==> config.mk <==
export PLATFORM = sky130hd
export DESIGN_NAME = clk_div_prog
export DESIGN_NICKNAME = d
export VERILOG_FILES = /design/src/rtl/clk_div_prog.sv
export SDC_FILE = /design/constraint.sdc
export NUM_CORES = 1
export LEC_CHECK = 0
export CELL_PAD_IN_SITES_DETAIL_PLACEMENT = 0
export CELL_PAD_IN_SITES_GLOBAL_PLACEMENT = 2
export CORE_AREA = 2 2 110 166
export CTS_BUF_LIST = sky130_fd_sc_hd__clkbuf_16
export CTS_CLUSTER_SIZE = 28
export DETAILED_ROUTE_END_ITERATION = 12
export DIE_AREA = 0 0 112 168
export GPL_TIMING_DRIVEN = 0
export PLACE_DENSITY = 0.82
export SKIP_LAST_GASP = 1
export SLEW_MARGIN = 20
export SYNTH_ARGS = -nofsm -noshare
export SYNTH_HDL_FRONTEND = slang
export SYNTH_SLANG_ARGS = --single-unit
==> constraint.sdc <==
create_clock -name clock -period 5 [get_ports clock]
set_clock_uncertainty 0.15 [all_clocks]
set_input_delay 0.75 -clock clock [delete_from_list [all_inputs] [get_ports clock]]
set_output_delay 0.75 -clock clock [all_outputs]
set_load 0.03 [all_outputs]
==> src/rtl/clk_div_prog.sv <==
// clk_div_prog: runtime-programmable clock divider and tick generator.
// Divides the enabled clock by N (div_value, 0 taken as 1). div_clock is high
// for the last floor(N/2) counts of each period; tick strobes on every wrap.
// A new N requested while running is held pending and only takes effect on
// a period boundary (or at once on clear / while disabled), then load_ack pulses.
//
// Ports:
//   clock      in   system clock, rising edge
//   reset_n    in   asynchronous active-low reset
//   enable     in   count enable
//   clear      in   synchronous restart of the current period
//   div_value  in   [WIDTH] new divisor N
//   div_load   in   one-cycle load request for div_value
//   load_ack   out  one-cycle pulse when a new N becomes active
//   div_clock  out  divided clock (registered)
//   tick       out  one-cycle strobe per period (registered)
//   busy       out  high while a load is pending
//   count_out  out  [WIDTH] count register, only with CLK_DIV_COUNT_OUT_EN
//
// Optional feature macro: CLK_DIV_COUNT_OUT_EN
module clk_div_prog #(
  parameter int unsigned WIDTH       = 24,
  parameter int unsigned DEFAULT_DIV = 10000000
) (
  input  logic             clock,
  input  logic             reset_n,
  input  logic             enable,
  input  logic             clear,
  input  logic [WIDTH-1:0] div_value,
  input  logic             div_load,
  output logic             load_ack,
  output logic             div_clock,
  output logic             tick,
  output logic             busy
`ifdef CLK_DIV_COUNT_OUT_EN
  ,
  output logic [WIDTH-1:0] count_out
`endif
);

  typedef enum logic [1:0] {IDLE, RUN, PEND} state_t;

  localparam logic [WIDTH-1:0] ONE     = WIDTH'(1);
  localparam logic [WIDTH-1:0] N_RESET = WIDTH'(DEFAULT_DIV);

  state_t           state, state_next;
  logic [WIDTH-1:0] count, count_next;
  logic [WIDTH-1:0] n_active, n_active_next;
  logic [WIDTH-1:0] n_pend, n_pend_next;
  logic             div_clock_next, tick_next, load_ack_next, busy_next;
  logic             wrap, load_req;
  logic [WIDTH-1:0] load_val, div_sane;

  always_ff @(posedge clock or negedge reset_n) begin
    if (!reset_n) begin
      state     <= IDLE;
      count     <= '0;
      n_active  <= N_RESET;
      n_pend    <= '0;
      div_clock <= 1'b0;
      tick      <= 1'b0;
      load_ack  <= 1'b0;
      busy      <= 1'b0;
    end else begin
      state     <= state_next;
      count     <= count_next;
      n_active  <= n_active_next;
      n_pend    <= n_pend_next;
      div_clock <= div_clock_next;
      tick      <= tick_next;
      load_ack  <= load_ack_next;
      busy      <= busy_next;
    end
  end

  always_comb begin
    state_next     = state;
    count_next     = count;
    n_active_next  = n_active;
    n_pend_next    = n_pend;
    div_clock_next = div_clock;
    tick_next      = 1'b0;
    load_ack_next  = 1'b0;
    busy_next      = busy;

    div_sane = (div_value == '0) ? ONE : div_value;
    wrap     = (count == (n_active - ONE));
    // A request on this very edge supersedes any older pending value.
    load_req = div_load || (state == PEND);
    load_val = div_load ? div_sane : n_pend;

    if (clear) begin
      count_next     = '0;
      div_clock_next = 1'b0;
      busy_next      = 1'b0;
      state_next     = enable ? RUN : IDLE;
      if (load_req) begin
        n_active_next = load_val;
        load_ack_next = 1'b1;
      end
    end else if (!enable) begin
      state_next = IDLE;
      busy_next  = 1'b0;
      // Disabling with a load pending applies it like a load while idle.
      if (load_req) begin
        n_active_next  = load_val;
        count_next     = '0;
        div_clock_next = 1'b0;
        load_ack_next  = 1'b1;
      end
    end else begin
      tick_next = wrap;
      if (wrap) begin
        count_next = '0;
        state_next = RUN;
        busy_next  = 1'b0;
        if (load_req) begin
          n_active_next = load_val;
          load_ack_next = 1'b1;
        end
      end else begin
        count_next = count + ONE;
        if (div_load) begin
          n_pend_next = div_sane;
          busy_next   = 1'b1;
          state_next  = PEND;
        end else if (state == IDLE) begin
          state_next = RUN;
        end
      end
      // Always 0 on a wrap, since the threshold ceil(N/2) is at least 1.
      div_clock_next = (count_next >= (n_active - (n_active >> 1)));
    end
  end

`ifdef CLK_DIV_COUNT_OUT_EN
  assign count_out = count;
`endif

endmodule

* Yosys cells after proc, flatten, opt, wreduce, memory -nomap -nowiden
Cells that the tools add are included.
** Storage, ports and cells
- Output and inout bits :: 4
- Word-level logic and storage cells :: 55
- Input bits :: 29
- Bits in registers :: 78
** Operators by class
- Reductions and logical operators :: 5
- Eq/ne operators :: 5
- Bitwise gates (word level) :: 2
- $lt $le $gt $ge :: 1
- Add/subtract/negate cells :: 3
- Muxes and demuxes :: 31
** Operator list (count)
- $mux W24 :: 12
- $add A24 B1 Y24 const B :: 1
- $eq A24 B24 Y1 :: 1
- $ge A24 B24 Y1 :: 1
- $logic_not A24 Y1 :: 1
- $sub A24 B1 Y24 const B :: 1
- $sub A24 B23 Y24 :: 1
- $mux W1 :: 14
- $mux W2 :: 5
- $ne A5 B1 Y1 const B :: 1
- $ne A4 B1 Y1 const B :: 1
- $ne A3 B1 Y1 const B :: 1
- $reduce_and A3 Y1 :: 1
- $reduce_bool A3 Y1 :: 1
- $eq A2 B2 Y1 const B :: 1
- $logic_not A2 Y1 :: 1
- $not A1 Y1 :: 2
- $logic_or A1 B1 Y1 :: 1

* Logic depth before layout (Yosys ltp)
Gate-level depths: netlist (run 1).
- Depth after elaboration :: 8
- Depth in mapped cells :: 20
- Depth with buffers taken out :: 20

* Least setup slack after synthesis (run 1)
OpenSTA, ideal clock, no wires.
- Path kind :: reg-to-reg
- From :: reg n_active[2]
- To :: reg div_clock
- Stages on the path, launching flop included :: 19
- Path slack :: 0.911 ns
- Period minus slack after synthesis :: 4.089 ns
- Setup time :: 0.121 ns
- Data required time :: 4.729 ns
- Path buffers :: 1
- Data arrival time :: 3.817 ns
- Path through :: dfrtp_1 > inv_1 > ha_1 > and4_1 > nand4_2 > nor3_1 > xnor2_1 > nand4_1 > nor3_4 > clkbuf_1 > nor2_1 > ha_1 > a21o_1 > a21o_1 > a21oi_1 > o2bb2ai_1 > a2111oi_0 > o21ai_0 > o22a_1
** Between the ends
- Word-level cells in the longest chain between the ends :: 8
- Elaborated cells on any way between the ends :: 9
- Those cells by class :: add/sub: 2; order compare: 1; eq/ne: 1; mux: 5
** RTL lines
- start, declared :: line 48 : logic [WIDTH-1:0] n_active, n_active_next;
- start signal, assigned :: line 67 : n_active <= n_active_next;
- $sub A24 B1 Y24 :: line 87 : wrap = (count == (n_active - ONE));
- $eq A24 B24 Y1 :: line 87
- $mux W24 :: line 113 : if (wrap) begin
- $mux W24 :: line 101 : end else if (!enable) begin
- $mux W24 :: line 92 : if (clear) begin
- $ge A24 B24 Y1 (*) :: line 132 : div_clock_next = (count_next >= (n_active - (n_active >> 1)));
- $mux W1 (*) :: line 101
- $mux W1 (*) :: line 92
- end signal, assigned :: line 69 : div_clock <= div_clock_next;
- end, declared :: line 32 : output logic div_clock,
Mark *: on every way between the ends. The rest lies on a longest branch, timed or not. The select of a mux whose other input is x is not followed.
A chain may end at the register's enable or synchronous reset.

* Worst setup path after layout (run 1)
Same ends and word-level chain as after synthesis.

==> flow_summary.yaml, run 1 <==
run_status:
  outcome: "complete, no violations"
setup_path:
  max_stage_delay_ns: 0.43
  required_ns: 5.08
  cp_data_arrival_time_ns: 4.85
  worstPathCellList: "inv_2, ha_2, nand4b_1, buf_4, o41ai_4, nand3_2, nor4_4, nand4_1, nor3_4, buf_4, clkbuf_4, nor2_1, ha_1, a21o_1, a21o_1, a21oi_2, o2bb2ai_1, a2111oi_2, o21ai_0, o22a_1"
  start_kind: "flop"
  crit_buf_inv: 4
  cp_max_fo: 10
  crit_type: "flop to flop"
  rr_endpoint: "div_clock"
  end_kind: "flop"
  critical_path.startpoint: "n_active[2]"
  path_delay_family: "compound AO/OA/AOI/OAI gates"
  rr_startpoint: "n_active[2]"
  regToRegSetupSlack_ns: 0.24
  cp_slowest_cell: "dfrtp_1"
  worst-r2r-cell-count: 20
clock_network:
  clock-root-buffer: "clkbuf_16"
  cts.sinks: 78
  clk_latency_ns: 0.34
  cts.clk_slew.worst_paths_ns: 0.07
  clk_path_buf_depth: 2
  cts_tree: "yes"
  tritoncts.num_buffers: 9
  htree_levels: 3
logic_synthesis:
  synth_top_family_by_area: "simple AND/OR/NAND/NOR gates"
  yosysTopAreaCell: "dfrtp_1"
  synth_compound_area_share_pct: 13.49
  synthTopCellsByCount: "ha_1, dfrtp_1, nor2_1, inv_1, mux2i_1"
  synth_mux_area_share_pct: 11.09
  ys_ff_latch: 78
  synthXorXnorAreaFrac_pct: 10.36
  yosys.area_share.simple_pct: 16.52
  synth.most_common_cell: "ha_1"
  synth_enable_flop_cells: 0
  syn_area_per_cell_um2: 9.201
  seq_area_frac_synth_pct: 29.37
  netlist-cell-type-count: 65
  async_flop_share_pct: 100.0
  synth_ff_type: "dfrtp_1"
  synthCells: 726
  yosysWarnings: 0
  netlist.area_leader.share_pct: 26.22
  syn-num-nets: 828
  synthTopCellsByArea: "dfrtp_1, ha_1, mux2i_1, xnor2_1, xor2_1"
  synthAdderAreaFrac_pct: 13.79
  netlist_area_um2: 6680
sta:
  worstMarginPinSlew_ns: 0.9615
  min_period_over_period_pct: 95.25
  slew_viol_final: 0
  finalHoldViolations: 0
  whs_ns: 0.1916
  setup-violations-final: 0
  tns_ns: 0
  fin_crit_ns: 4.762
  relSlewSlack_pct: 35.40
  max_freq_mhz: 210.0
power_and_ir_drop:
  power.internal_uw: 1708
  p_leak_uw: 0.003641
  swShare_pct: 40.43
  seqPwrFrac_pct: 27.9
  p_per_area_nw_per_um2: 371.0
  p_comb_share_pct: 48.5
  finalPower_uw: 2867
  p_sw_uw: 1159
  ir_worst_vdd_mv: 0.1842
  power_frac_clock_pct: 23.5
floorplan:
  row_count: 60
  die_h_um: 168
  start_util_pct: 38.03
  die_w_um: 112
  fp.coreArea_um2: 17570
  ios: 33
  die-area_um2: 18820
global_route:
  grt_max_degree: 52
  grt_pass1_wl_mm: 28.06
  grt_pass1_vias: 5454
  antenna_found_initial: 0
  track_usage_pct: 18.99
  grt_overflow_total: 0
min_path:
  min_path_type: "primary input to async pin"
route:
  ant_nets: 0
  drtIter0Drc: 166
  num_vias: 5351
  avgViaCountPerCell: 5.372
  drc: 0
  wirelength_mm: 17.52
  wl_per_cell_um: 17.59
  dr.pass1.iters: 4
placement:
  place_hpwl_mm: 14.27
  place_area_um2: 7297
  finalWeightedCongestion: 0.8583
  io_buffers: 32
finish:
  synthToLayoutAreaGrowth_pct: 15.70
  stdcell_area_um2: 7729
  nFillCells: 1779
  final_nets: 876
  drive_gt1_share_pct: 8.986
  final_core_util_pct: 44.00
  diodes: 0
job:
  cap_violations: 0
logic make-up (layout without fill, tap and decap cells):
| logic type | after synthesis | in the layout |
|---|---|---|
| XOR/XNOR | 79 | 79 |
| flip-flops | 78 | 78 |
| AND/OR/NAND/NOR | 208 | 208 |
| buffers and inverters | 83 | 136 |
| multiplexers | 71 | 71 |
| AO/OA/AOI/OAI | 134 | 134 |
| adder cells (fa/ha/maj) | 73 | 73 |
power groups by stage:
stage	sequential, uW	clock, uW	combinational, uW
5_1_grt	815	716	1560
2_1_floorplan	792	0	1020
6_report	801	674	1390
4_1_cts	800	686	1370
3_3_place_gp	810	0	1310
3_5_place_dp	812	0	1350
timing repair:
| item | CTS | global route |
|---|---|---|
| resized for setup | 7 | 20 |
| endpoints found under the hold margin | 0 | 0 |
| hold buffers | 0 | 0 |
| setup buffers | 3 | 1 |
| setup endpoints to repair | 1 | 1 |
| pin swaps | 3 | 5 |
per-layer routing:
| layer | track usage, % | share of wire [%] | vias up |
|---|---|---|---|
| met5 | 0 | 0 | - |
| li1 | - | - | 2679 |
| met4 | 5.567 | 2.6 | 0 |
| met2 | 35.73 | 53 | 81 |
| met3 | 2.376 | 2.3 | 21 |
| met1 | 22.41 | 43 | 2570 |
placed cells by master (no fill, tap or decap), types with 6 or more instances in the layout:
cell type,n
buf_4,6
clkbuf_1,17
nor2_1,50
mux2_1,20
nor3_1,10
buf_2,7
nand2_1,34
nor4_1,10
xnor2_1,46
dfstp_2,8
inv_1,46
xor2_1,33
mux2i_1,47
nor2b_1,9
or3_1,14
dfrtp_1,70
a21oi_1,35
clkbuf_16,9
nand4_1,13
nand2b_1,10
a21o_1,19
o21bai_1,9
o21ai_0,21
nand3_1,27
ha_1,71
clkdlybuf4s50_1,31
per-stage QoR:
step / setup WS, ns / instances
2_1_floorplan: 0.9114 / 726
3_3_place_gp: -0.4968 / 975
3_5_place_dp: -0.5925 / 976
4_1_cts: 0.004907 / 995
5_1_grt: -0.001488 / 996
6_report: 0.2375 / 996
flip-flops by register name (all words and copies together), names as in the netlist:
register and cells:
n_pend 24, count 24, busy 1, div_clock 1, n_active 24, state 2
load_ack 1, tick 1
layout make-up:
cell class,instances,area [um^2],share of cell area [%]
buffer,34,185.2,2.396
inverter,49,183.9,2.380
timing repair buffer,37,375.4,4.857
tap,217,271.5,3.513
clock buffer,9,225.2,2.914
clock inverter,7,76.32,0.9875
sequential,78,1962,25.38
multi-input combinational,565,4449,57.57
worst max-delay path by stage:
stage                      endpoint  slack [ns]  cells past startpoint
after global routing      div_clock      -0.001                     20
after global placement    div_clock       -0.50                     18
after CTS                 div_clock       0.005                     19
after detailed placement  div_clock       -0.59                     18
final                     div_clock        0.24                     20
after floorplan           div_clock        0.91                     18
No activity file was read; power rests on OpenSTA's default activity.
==> run 2: changes to the inputs <==
Settings changed: SKIP_CTS_REPAIR_TIMING from default to 1.
==> run 2 against run 1 <==
Effect of this change: clock-buffer cell count unchanged; setup slack better by 0.052 ns; largest cell class unchanged; via count down 1.0%; wire length down 0.68%; cell area down 0.19%; cell count down 0.20%; combinational power about the same; register-to-register slack better by 0.05 ns; worst hold slack worse by 0.0033 ns; critical path depth down 1; sequential power about the same.
==> flow_summary.yaml, run 2 (same netlist as run 1, synthesis figures left out) <==
power_and_ir_drop:
  ir_worst_vdd_mv: 0.1845
  finalPower_uw: 2867
  p_leak_uw: 0.003645
  p_per_area_nw_per_um2: 371.7
route:
  wl_per_cell_um: 17.51
  drc: 0
  avgViaCountPerCell: 5.328
  drtIter0Drc: 166
  ant_nets: 0
  wirelength_mm: 17.40
  dr.pass1.iters: 4
  num_vias: 5296
clock_network:
  cts_tree: "yes"
  tritoncts.num_buffers: 9
  clk_latency_ns: 0.34
  cts.clk_slew.worst_paths_ns: 0.07
  htree_levels: 3
  clk_path_buf_depth: 2
  clock-root-buffer: "clkbuf_16"
  cts.sinks: 78
global_route:
  antenna_found_initial: 0
  grt_pass1_vias: 5435
  grt_max_degree: 52
  grt_overflow_total: 0
  track_usage_pct: 18.93
  grt_pass1_wl_mm: 28.01
finish:
  stdcell_count: 994
  drive_gt1_share_pct: 8.237
  top_regs: "count x24, n_active x24, n_pend x24"
  synthToLayoutAreaGrowth_pct: 15.47
  final_common_cell: "ha_1"
  layout_common_cells: "ha_1, dfrtp_1, nor2_1"
  final_nets: 874
  final_core_util_pct: 43.91
  stdcell_area_um2: 7714
  diodes: 0
sta:
  relSlewSlack_pct: 36.76
  max_freq_mhz: 212.3
  fin_ws_ns: 0.2891
  rsz0062_at_grt: "no"
  slew_viol_final: 0
  setup-violations-final: 0
  fin_crit_ns: 4.711
  finalHoldViolations: 0
  min_period_over_period_pct: 94.22
  worstMarginPinSlew_ns: 0.9413
setup_path:
  end_kind: "flop"
  required_ns: 5.08
  cp_data_arrival_time_ns: 4.79
  start_kind: "flop"
  cp_max_fo: 5
  crit_type: "flop to flop"
floorplan:
  die_w_um: 112
  row_count: 60
  ios: 33
  die_h_um: 168
  start_util_pct: 38.03
  fp.coreArea_um2: 17570
  die-area_um2: 18820
placement:
  place_area_um2: 7297
  placed_cells: 976
  preCtsSetupSlack_ns: -0.5925
  finalWeightedCongestion: 0.8583
  place_hpwl_mm: 14.27
  io_buffers: 32
min_path:
  min_path_type: "primary input to async pin"
job:
  cap_violations: 0
run_status:
  outcome: "complete, no violations"
## run 2: power breakdown
part	leakage, uW	internal, uW	switching [uW]
registers	0.000971	727	72.7
clock network	0.000147	389	286
logic	0.00253	593	800
total	0.00364	1710	1160
## run 2: worst paths after layout
check	startpoint	endpoint	slack, ns	cells after the start
setup reg to reg	n_active[0]	div_clock	0.29	19
hold reg to reg	n_pend[20]	n_pend[20]	0.34	1
min in group clock	n_pend[20]	n_pend[20]	0.34	1
setup / recovery	n_active[0]	div_clock	0.29	19
max in group asynchronous	reset_n	n_active[10]	3.86	2
hold / removal	reset_n	count[20]	0.19	1
## run 2: stage by stage
| step | hold slack, ns | TNS, ns |
|---|---|---|
| floorplan | 0.3044 | 0 |
| global placement | 0.3230 | -0.4968 |
| detailed placement | 0.3302 | -0.5925 |
| CTS | 0.2051 | -0.6204 |
| global route | 0.2200 | 0 |
| finish | 0.1883 | 0 |
## run 2: critical path, stage by stage, from the launching register on
cell and delay, ns:
dfrtp_1 0.42, inv_1 0.15, ha_1 0.19, inv_1 0.05, fa_1 0.39, nor2b_1 0.17
o211ai_1 0.18, o2111ai_1 0.23, o22ai_2 0.29, o21ai_1 0.20, a31oi_2 0.28, a21oi_1 0.14
o211ai_1 0.26, ha_1 0.29, a21o_1 0.17, a21oi_2 0.22, o2bb2ai_1 0.13, a2111oi_1 0.37
o21ai_0 0.15, o22a_1 0.17
## run 2: cell type report
cell class / count / area, um^2
Fill cell: 1776 / 9853
Multi-Input combinational cell: 565 / 4449
Sequential cell: 78 / 1962
Timing Repair Buffer: 35 / 360.3
Tap cell: 217 / 271.5
Clock buffer: 9 / 225.2
Buffer: 34 / 185.2
Inverter: 49 / 183.9
Clock inverter: 7 / 76.32
## run 2: per-layer routing
metal  track usage (%)  routed length [um]
met1             22.45                7457
met2             35.65                9129
met3             2.376                 414
met4             5.143                 401
met5                 0                   0
==> run 3: changes to the inputs <==
Settings changed: CAP_MARGIN from default to 10.
==> results of run 3 <==
The final DEF is identical to that of run 2; final timing and power are the same.
